===== config.mk =====
export PLATFORM = sky130hd
export DESIGN_NAME = axi_rd_arbiter_flat
export DESIGN_NICKNAME = d
export VERILOG_FILES = /design/src/rtl/axi_rd_arbiter_pkg.sv /design/src/rtl/axi_rd_arbiter_if.sv /design/src/rtl/axi_rd_arbiter_rr_arbiter2.sv /design/src/rtl/axi_rd_arbiter.sv /design/src/flat_wrapper.sv
export SDC_FILE = /design/constraint.sdc
export NUM_CORES = 1
export LEC_CHECK = 0
export CELL_PAD_IN_SITES_DETAIL_PLACEMENT = 0
export CELL_PAD_IN_SITES_GLOBAL_PLACEMENT = 2
export CORE_UTILIZATION = 20
export CTS_BUF_LIST = sky130_fd_sc_hd__clkbuf_8 sky130_fd_sc_hd__clkbuf_16
export DETAILED_ROUTE_END_ITERATION = 10
export PLACE_DENSITY_LB_ADDON = 0.1
export SETUP_SLACK_MARGIN = 0.05
export SYNTH_ARGS = -nofsm -noshare
export SYNTH_HDL_FRONTEND = slang
export SYNTH_SLANG_ARGS = --single-unit

===== constraint.sdc =====
create_clock -name clk -period 4.6 [get_ports clk]
set_input_delay 0.92 -clock clk [delete_from_list [all_inputs] [get_ports clk]]
set_output_delay 0.92 -clock clk [all_outputs]
set_load 0.02 [all_outputs]

===== src/rtl/axi_rd_arbiter_pkg.sv =====
// Shared types and constants for the two-requester AXI read arbiter.
package axi_rd_arbiter_pkg;

  localparam int unsigned ADDR_WIDTH_DEF = 32;
  localparam int unsigned DATA_WIDTH_DEF = 32;
  localparam int unsigned LEN_WIDTH_DEF  = 8;
  localparam int unsigned NUM_REQ        = 2;
  localparam int unsigned REQ_ICACHE     = 0;
  localparam int unsigned REQ_DCACHE     = 1;

  typedef enum logic [1:0] {
    IDLE = 2'd0,
    ADDR = 2'd1,
    DATA = 2'd2
  } state_t;

endpackage


===== src/rtl/axi_rd_arbiter_if.sv =====
// Requester-side and AXI AR/R signals of the read arbiter, bundled as one interface.
interface axi_rd_arbiter_if
  import axi_rd_arbiter_pkg::*;
#(
  parameter int unsigned ADDR_WIDTH = ADDR_WIDTH_DEF,
  parameter int unsigned DATA_WIDTH = DATA_WIDTH_DEF,
  parameter int unsigned LEN_WIDTH  = LEN_WIDTH_DEF
);

  logic [NUM_REQ-1:0]                 s_req;
  logic [NUM_REQ-1:0][ADDR_WIDTH-1:0] s_addr;
  logic [NUM_REQ-1:0][LEN_WIDTH-1:0]  s_len;
  logic [NUM_REQ-1:0]                 s_ready;
  logic [NUM_REQ-1:0]                 s_rvalid;
  logic [NUM_REQ-1:0]                 s_rready;
  logic [DATA_WIDTH-1:0]              s_rdata;
  logic                               s_rlast;
  logic                               s_rerr;

  logic                               m_arvalid;
  logic                               m_arready;
  logic [ADDR_WIDTH-1:0]              m_araddr;
  logic [LEN_WIDTH-1:0]               m_arlen;
  logic                               m_arid;

  logic                               m_rvalid;
  logic                               m_rready;
  logic [DATA_WIDTH-1:0]              m_rdata;
  logic [1:0]                         m_rresp;
  logic                               m_rlast;
  logic                               m_rid;

  // Arbiter view
  modport master (
    input  s_req, s_addr, s_len, s_rready,
    input  m_arready, m_rvalid, m_rdata, m_rresp, m_rlast, m_rid,
    output s_ready, s_rvalid, s_rdata, s_rlast, s_rerr,
    output m_arvalid, m_araddr, m_arlen, m_arid, m_rready
  );

  // Environment view (requesters plus AXI slave)
  modport slave (
    output s_req, s_addr, s_len, s_rready,
    output m_arready, m_rvalid, m_rdata, m_rresp, m_rlast, m_rid,
    input  s_ready, s_rvalid, s_rdata, s_rlast, s_rerr,
    input  m_arvalid, m_araddr, m_arlen, m_arid, m_rready
  );

endinterface


===== src/rtl/axi_rd_arbiter_rr_arbiter2.sv =====
// Two-way round-robin arbiter: on a tie the requester that did not win last time gets the grant.
module rr_arbiter2
  import axi_rd_arbiter_pkg::*;
(
  input  logic [NUM_REQ-1:0] req,
  input  logic               last_grant,
  output logic [NUM_REQ-1:0] grant_c
);

  always_comb begin
    grant_c = req;
    if (&req) begin
      grant_c = '0;
      if (last_grant) grant_c[REQ_ICACHE] = 1'b1;
      else            grant_c[REQ_DCACHE] = 1'b1;
    end
  end

endmodule


===== src/rtl/axi_rd_arbiter.sv =====
// Arbitrates ICache/DCache read bursts onto one AXI read port, one burst outstanding,
// with zero-cycle R pass-through and a sticky burst-length mismatch flag.
module axi_rd_arbiter
  import axi_rd_arbiter_pkg::*;
#(
  parameter int unsigned ADDR_WIDTH = ADDR_WIDTH_DEF,
  parameter int unsigned DATA_WIDTH = DATA_WIDTH_DEF,
  parameter int unsigned LEN_WIDTH  = LEN_WIDTH_DEF
)(
  input  logic                clk,
  input  logic                rst,
  axi_rd_arbiter_if.master    bus,
  output logic                proto_err
);

  localparam int unsigned CNT_WIDTH = LEN_WIDTH + 1;

  state_t                state_q;
  state_t                state_d;
  logic [NUM_REQ-1:0]    grant_c;
  logic                  gnt_idx_c;
  logic                  rready_c;
  logic                  beat_c;
  logic                  len_hit_c;
  logic                  g_q;
  logic                  last_grant_q;
  logic                  proto_err_q;
  logic [ADDR_WIDTH-1:0] addr_q;
  logic [LEN_WIDTH-1:0]  len_q;
  logic [CNT_WIDTH-1:0]  cnt_q;
  logic                  unused_rid;

  // The burst owner is latched at grant time, so the returned ID carries no information.
  assign unused_rid = bus.m_rid;

  rr_arbiter2 u_rr (
    .req        (bus.s_req),
    .last_grant (last_grant_q),
    .grant_c    (grant_c)
  );

  assign gnt_idx_c = grant_c[REQ_DCACHE];
  assign rready_c  = bus.s_rready[g_q];
  assign beat_c    = (state_q == DATA) && bus.m_rvalid && rready_c;
  assign len_hit_c = (cnt_q == CNT_WIDTH'(len_q));

  assign bus.m_araddr = addr_q;
  assign bus.m_arlen  = len_q;
  assign bus.m_arid   = g_q;
  assign proto_err    = proto_err_q;

  always_ff @(posedge clk or negedge rst) begin
    if (!rst) state_q <= IDLE;
    else      state_q <= state_d;
  end

  always_comb begin
    state_d = state_q;
    case (state_q)
      IDLE:    if (|grant_c)                  state_d = ADDR;
      ADDR:    if (bus.m_arready)             state_d = DATA;
      DATA:    if (beat_c && bus.m_rlast)     state_d = IDLE;
      default:                                state_d = IDLE;
    endcase
  end

  // s_ready is masked by rst so every output reads zero while reset is held.
  always_comb begin
    bus.s_ready   = '0;
    bus.s_rvalid  = '0;
    bus.s_rdata   = '0;
    bus.s_rlast   = 1'b0;
    bus.s_rerr    = 1'b0;
    bus.m_arvalid = 1'b0;
    bus.m_rready  = 1'b0;
    case (state_q)
      IDLE: if (rst) bus.s_ready = grant_c;
      ADDR: bus.m_arvalid = 1'b1;
      DATA: begin
        bus.m_rready        = rready_c;
        bus.s_rvalid[g_q]   = bus.m_rvalid;
        bus.s_rdata         = DATA_WIDTH'(bus.m_rdata);
        bus.s_rlast         = bus.m_rlast;
        bus.s_rerr          = (bus.m_rresp != 2'd0);
      end
      default: ;
    endcase
  end

  // Request latch, beat counter, round-robin history and length checking.
  always_ff @(posedge clk or negedge rst) begin
    if (!rst) begin
      addr_q       <= '0;
      len_q        <= '0;
      g_q          <= 1'b0;
      cnt_q        <= '0;
      last_grant_q <= 1'b1;
      proto_err_q  <= 1'b0;
    end else begin
      if ((state_q == IDLE) && (|grant_c)) begin
        addr_q <= bus.s_addr[gnt_idx_c];
        len_q  <= bus.s_len[gnt_idx_c];
        g_q    <= gnt_idx_c;
      end
      if ((state_q == ADDR) && bus.m_arready) cnt_q <= '0;
      if (beat_c) begin
        cnt_q <= cnt_q + CNT_WIDTH'(1);
        if (bus.m_rlast) last_grant_q <= g_q;
        // The beat numbered len must be the last one, and only that one.
        if (bus.m_rlast != len_hit_c) proto_err_q <= 1'b1;
      end
    end
  end

endmodule


===== src/flat_wrapper.sv =====
// flat-port wrapper written by rule: the top's interface ports become plain ports
module axi_rd_arbiter_flat import axi_rd_arbiter_pkg::*;
#(
  parameter int unsigned ADDR_WIDTH = ADDR_WIDTH_DEF,
  parameter int unsigned DATA_WIDTH = DATA_WIDTH_DEF,
  parameter int unsigned LEN_WIDTH  = LEN_WIDTH_DEF
)
  (clk, rst, proto_err, bus_s_req, bus_s_addr, bus_s_len, bus_s_rready, bus_m_arready, bus_m_rvalid, bus_m_rdata, bus_m_rresp, bus_m_rlast, bus_m_rid, bus_s_ready, bus_s_rvalid, bus_s_rdata, bus_s_rlast, bus_s_rerr, bus_m_arvalid, bus_m_araddr, bus_m_arlen, bus_m_arid, bus_m_rready);
  axi_rd_arbiter_if #(.ADDR_WIDTH(ADDR_WIDTH), .DATA_WIDTH(DATA_WIDTH), .LEN_WIDTH(LEN_WIDTH)) bus_i ();
  input  logic clk;
  input  logic rst;
  output logic proto_err;
  input wire logic [$bits(bus_i.s_req)-1:0] bus_s_req;
  input wire logic [$bits(bus_i.s_addr)-1:0] bus_s_addr;
  input wire logic [$bits(bus_i.s_len)-1:0] bus_s_len;
  input wire logic [$bits(bus_i.s_rready)-1:0] bus_s_rready;
  input wire logic [$bits(bus_i.m_arready)-1:0] bus_m_arready;
  input wire logic [$bits(bus_i.m_rvalid)-1:0] bus_m_rvalid;
  input wire logic [$bits(bus_i.m_rdata)-1:0] bus_m_rdata;
  input wire logic [$bits(bus_i.m_rresp)-1:0] bus_m_rresp;
  input wire logic [$bits(bus_i.m_rlast)-1:0] bus_m_rlast;
  input wire logic [$bits(bus_i.m_rid)-1:0] bus_m_rid;
  output wire logic [$bits(bus_i.s_ready)-1:0] bus_s_ready;
  output wire logic [$bits(bus_i.s_rvalid)-1:0] bus_s_rvalid;
  output wire logic [$bits(bus_i.s_rdata)-1:0] bus_s_rdata;
  output wire logic [$bits(bus_i.s_rlast)-1:0] bus_s_rlast;
  output wire logic [$bits(bus_i.s_rerr)-1:0] bus_s_rerr;
  output wire logic [$bits(bus_i.m_arvalid)-1:0] bus_m_arvalid;
  output wire logic [$bits(bus_i.m_araddr)-1:0] bus_m_araddr;
  output wire logic [$bits(bus_i.m_arlen)-1:0] bus_m_arlen;
  output wire logic [$bits(bus_i.m_arid)-1:0] bus_m_arid;
  output wire logic [$bits(bus_i.m_rready)-1:0] bus_m_rready;
  assign bus_i.s_req = bus_s_req;
  assign bus_i.s_addr = bus_s_addr;
  assign bus_i.s_len = bus_s_len;
  assign bus_i.s_rready = bus_s_rready;
  assign bus_i.m_arready = bus_m_arready;
  assign bus_i.m_rvalid = bus_m_rvalid;
  assign bus_i.m_rdata = bus_m_rdata;
  assign bus_i.m_rresp = bus_m_rresp;
  assign bus_i.m_rlast = bus_m_rlast;
  assign bus_i.m_rid = bus_m_rid;
  assign bus_s_ready = bus_i.s_ready;
  assign bus_s_rvalid = bus_i.s_rvalid;
  assign bus_s_rdata = bus_i.s_rdata;
  assign bus_s_rlast = bus_i.s_rlast;
  assign bus_s_rerr = bus_i.s_rerr;
  assign bus_m_arvalid = bus_i.m_arvalid;
  assign bus_m_araddr = bus_i.m_araddr;
  assign bus_m_arlen = bus_i.m_arlen;
  assign bus_m_arid = bus_i.m_arid;
  assign bus_m_rready = bus_i.m_rready;
  axi_rd_arbiter #(.ADDR_WIDTH(ADDR_WIDTH), .DATA_WIDTH(DATA_WIDTH), .LEN_WIDTH(LEN_WIDTH)) u_core (.clk(clk), .rst(rst), .bus(bus_i), .proto_err(proto_err));
endmodule

# Yosys cells after proc, flatten, opt, wreduce, memory -nomap -nowiden

Cells that the tools add are included.

Output and inout port bits: 82
Logic and storage cells: 58
Flip-flop bits (word level): 54
Input bits: 124

Magnitude comparators: 3
Bitwise gates (word level): 1
Eq/ne operators: 7
Add/subtract/negate cells: 1
Muxes and demuxes: 25
Reductions and logical operators: 14

Operator list:

| cell                                                      | number |
|---|---|
| 2-to-1 mux 32 bit                                         | 3 |
| 2-to-1 mux 9 bit                                          | 2 |
| 2-to-1 mux 8 bit                                          | 2 |
| 2-to-1 mux 2 bit                                          | 7 |
| adder 9 x 1 -> 9 bit (second input constant)              | 1 |
| == test 9 x 8 -> 1 bit                                    | 1 |
| 2-to-1 mux 1 bit                                          | 9 |
| logical AND 1 bit                                         | 6 |
| case mux 2 bit (3 select lines)                           | 1 |
| AND reduction 2 bit                                       | 3 |
| < comparator 1 x 2 -> 1 bit (second input constant)       | 2 |
| != test 2 bit (second input constant)                     | 2 |
| nonzero test 2 bit                                        | 2 |
| AND reduction 3 bit                                       | 1 |
| bitwise AND 2 bit                                         | 1 |
| == test 2 x 1 -> 1 bit (second input constant)            | 1 |
| == test 2 bit (second input constant)                     | 1 |
| zero test 2 bit                                           | 1 |
| != test 2 x 1 -> 1 bit (second input constant)            | 1 |
| OR reduction 2 bit                                        | 1 |
| demux 1 bit (select 1 bit)                                | 1 |
| greater-or-equal comparator 1 bit (second input constant) | 1 |
| != test 1 bit                                             | 1 |

# Depth between registers and ports, before layout

Depth after elaboration: 6
Mapped depth: 5
Depth with buffers taken out: 5

# Cells and area by module

A second synthesis with hierarchy kept.

Cells, all modules: 303
Area total of the unflattened synthesis: 2917.8 µm²

Modules (own cells, without submodules):

| module         | instances | area an instance (µm²) | cells an instance | seq. area each (µm²) |
|---|---|---|---|---|
| axi_rd_arbiter | 1         | 2899.0                 | 300               | 1352.5 |
| rr_arbiter2    | 1         | 18.8                   | 3                 | 0.0 |

# Worst setup path before layout

OpenSTA, ideal clock, no wires.

Path kind: input-to-output
Start point: in bus_s_req[1]
End point: out bus_s_ready[1]
Buffers on the path: 1
Stages: 4
Arrival time: 1.736 ns
Required time: 3.680 ns
Setup slack: 1.944 ns
Cells stage by stage: inv_1 -> a21oi_2 -> buf_2 -> and3_1

Word-level cells in the longest chain between the ends: 4

Ends and longest elaborated chain:

| what                | RTL line                         | RTL |
|---|---|---|
| start: declaration  | flat_wrapper.sv:13               | `input wire logic [$bits(bus_i.s_req)-1:0] bus_s_req;` |
| AND reduction 2 bit | axi_rd_arbiter_rr_arbiter2.sv:12 | `if (&req) begin` |
| 2-to-1 mux 2 bit *  | axi_rd_arbiter_rr_arbiter2.sv:12 |  |
| 2-to-1 mux 2 bit *  | axi_rd_arbiter.sv:77             | `IDLE: if (rst) bus.s_ready = grant_c;` |
| 2-to-1 mux 2 bit *  | axi_rd_arbiter.sv:76             | `case (state_q)` |
| end: declaration    | flat_wrapper.sv:23               | `output wire logic [$bits(bus_i.s_ready)-1:0] bus_s_ready;` |

Every way passes the cells marked *; elsewhere a longest branch is shown, timed or not.

# Final worst setup path

Start point: reg u_core.state_q[1]
End point: out bus_s_rvalid[1]

Word-level cells in the longest chain between the ends: 2

Ends and longest elaborated chain:

| what                     | RTL line             | RTL |
|---|---|---|
| start: declaration       | axi_rd_arbiter.sv:18 | `state_t state_q;` |
| start signal: assignment | axi_rd_arbiter.sv:54 | `else state_q <= state_d;` |
| == test 2 bit            | axi_rd_arbiter.sv:76 |  |
| 2-to-1 mux 2 bit         | axi_rd_arbiter.sv:76 |  |
| end: declaration         | flat_wrapper.sv:24   | `output wire logic [$bits(bus_i.s_rvalid)-1:0] bus_s_rvalid;` |

Every way passes these cells.

==> impl_metrics.toml <==
[cells_and_area]
nets = 623
stdcell_count = 678
area_delta_synth_final_pct = 82.57
final_util = 0.3767
final_cell_mix = "clkdlybuf4s50_1 (203), dfrtp_1 (53), nand2_1 (52)"
final_layout_size_suffix_gt1_frac = 0.04217
final_area_mm2 = 0.005270
final_common_cell = "clkdlybuf4s50_1"
antennaDiodeCount = 0
n_fill_cell = 1448

[yosys]
postSynthAreaPerCell_um2 = 9.654
synth_cells = 299
syn-cell-area_mm2 = 0.002887
syn_nets = 424
synth_cell_types = 38
ys.flop_type = "dfrtp_1"
ys.warnings.count = 0
yosysSeqAreaShare = 0.4686
async_flop_share = 1.000
synth_seq_cells = 54
synth-edff-count = 0

[place]
hpwl_um = 7656
place_area_mm2 = 0.005134
port-buffer-count = 204
place.gp.congestion = 0.8031
post-place-ws_ps = 1205
place_inst = 671

[critical_path]
cp-start-kind = "flip-flop"
worstSetupEndpointType = "output pin"
worstReg2RegStart = "u_core.bus.m_arid$_DFFE_PN0P_"
cp_data_required_time_ps = 3680
crit_fanout = 34
reg2reg_to = "u_core.proto_err$_DFFE_PN0P_"
crit_arrival_ps = 2520
r2r_cells = 4
reg2reg_slack_ps = 2660
path_class = "reg -> out"

[drt]
avgViaCountPerCell = 4.206
top_layer = "met4"
dr.pass1.iters = 4
totalWireLength_um = 9747
wl_met1_um = 3945
vias = 2852
wire_per_inst_um = 14.38
met3_length_um = 940
drc = 0
detail-route-antenna-nets = 0
drt_iter0_markers = 103
dr_wl_met2_um = 4759

[global_routing]
grt_use_total = 0.1342
grt_max_degree = 47
antenna_found_initial = 0
grt_pass1_wl_um = 15370
grt_overflow = 0
grt_pass1_vias = 3014

[clocking]
hold_buffers = 0
clk_latency_ps = 290
clk_pin_slew_worst_paths_ps = 70
cts_setup_buffers = 0
cts_resized = 0
clockRootBuffer = "clkbuf_16"
clk_path_buf_depth = 2
cts_made_buffers = 5
clkSinkCount = 54
cts_tree = "yes"
htree_levels = 2

[die]
num_io_pins = 206
initial_core_util = 0.2064
num_rows = 43
die_area_mm2 = 0.01492
floorplan.core_area_mm2 = 0.01399
die_height_um = 122.1
die_w_um = 122.1

[run]
maxCapViolations = 0

[timing]
worstMarginPinSlew_ps = 1057
setup_tns_ps = 0
hold_viol = 0
setup_slack_ps = 1160
rsz0062_at_grt = "false"
relSlewSlack = 0.2922
drv_slew = 0
fin_crit_sh = 0.7477
setup_viol = 0
max_freq_ghz = 0.2907
fin_worst_skew_ps = 6.713
min_period_ps = 3440

[pwr]
cellLeakagePower_uw = 0.002245
powerDensity_mw_per_mm2 = 516.1
peakVddDrop_uv = 146.5

[worst_hold_path]
hold_depth = 1
min_path_type = "reg -> reg"
min_from = "u_core.cnt_q[8]$_DFFE_PN0P_"
min_to = "u_core.cnt_q[8]$_DFFE_PN0P_"

[run_status]
status = "finished clean"
## cell families (layout without fill, tap and decap cells)
family | Yosys count | count (layout) | share of synthesized area
XOR/XNOR | 8 | 8 | 0.02427
buffers and inverters | 19 | 218 | 0.02687
adder cells (fa/ha/maj) | 1 | 1 | 0.004334
AND/OR/NAND/NOR | 115 | 115 | 0.2029
AO/OA/AOI/OAI | 54 | 54 | 0.1049
multiplexers | 48 | 48 | 0.1682
flip-flops | 54 | 54 | 0.4686
## state kept, by name, indices dropped and copies added (netlist names)
signal / flops
u_core.bus.m_araddr: 32
u_core.bus.m_arid: 1
u_core.proto_err: 1
u_core.state_q: 2
u_core.bus.m_arlen: 8
u_core.cnt_q: 9
u_core.last_grant_q: 1
## routing by layer
metal  track usage  vias to the layer above
met4       0.03659                        0
met2        0.2309                      117
met3       0.05243                        6
met1        0.1536                     1309
met5             0                        -
li1              -                     1420
## cell type report
class	instances	area [um^2]	area share
repair buffers	208	2067	0.3922
multi-input cells	226	1478	0.2804
flip-flops and latches	54	1353	0.2566
well taps	180	225.2	0.04274
clock buffers	5	125.1	0.02374
clock inverters	2	11.26	0.002137
inverters	3	11.26	0.002137
## worst max-delay path, stage by stage, from the launching register on
cell,delay (ps)
dfrtp_1,430
nor2b_2,880
and3_2,320
clkdlybuf4s50_1,600
## where the power goes
group | switching, uW | leakage, uW | total, uW | internal [uW]
registers | 147 | 0.000675 | 825 | 678
clock network | 167 | 0.0000671 | 364 | 197
logic | 800 | 0.00150 | 1530 | 731
## stage by stage
step / power (uW) / hold slack [ps]
floorplan: 1595 / 445.7
global placement: 2393 / 462.2
detailed placement: 2400 / 468.6
CTS: 2784 / 478.3
global route: 2937 / 483.0
finish: 2720 / 474.0
## synthesized netlist by cell type (2+ instances only)
cell | instances | area [um^2]
and2_1 | 32 | 200.2
and3_1 | 3 | 18.77
buf_2 | 5 | 25.02
clkbuf_1 | 11 | 41.29
dfrtp_1 | 53 | 1326
inv_1 | 3 | 11.26
mux2i_1 | 46 | 460.4
nand2_1 | 52 | 195.2
nand2b_1 | 2 | 12.51
nand3_1 | 2 | 10.01
nand4_1 | 2 | 12.51
nor2_1 | 9 | 33.78
nor3_1 | 4 | 20.02
o21ai_0 | 44 | 220.2
xor2_1 | 8 | 70.07
## worst max-delay path by stage
stage                             startpoint         endpoint  slack, ps  cells past startpoint
2_1_floorplan                   bus_s_req[1]   bus_s_ready[1]       1940                      4
3_3_place_gp                    bus_s_req[1]   bus_s_ready[1]       1200                      5
6_report       u_core.state_q[1]$_DFFE_PN0P_  bus_s_rvalid[1]       1160                      3
3_5_place_dp                    bus_s_req[1]   bus_s_ready[1]       1200                      5
5_1_grt        u_core.state_q[1]$_DFFE_PN0P_  bus_s_rvalid[1]        870                      3
4_1_cts        u_core.state_q[1]$_DFFE_PN0P_  bus_s_rvalid[1]       1080                      3
No activity file was read; power rests on OpenSTA's default activity.
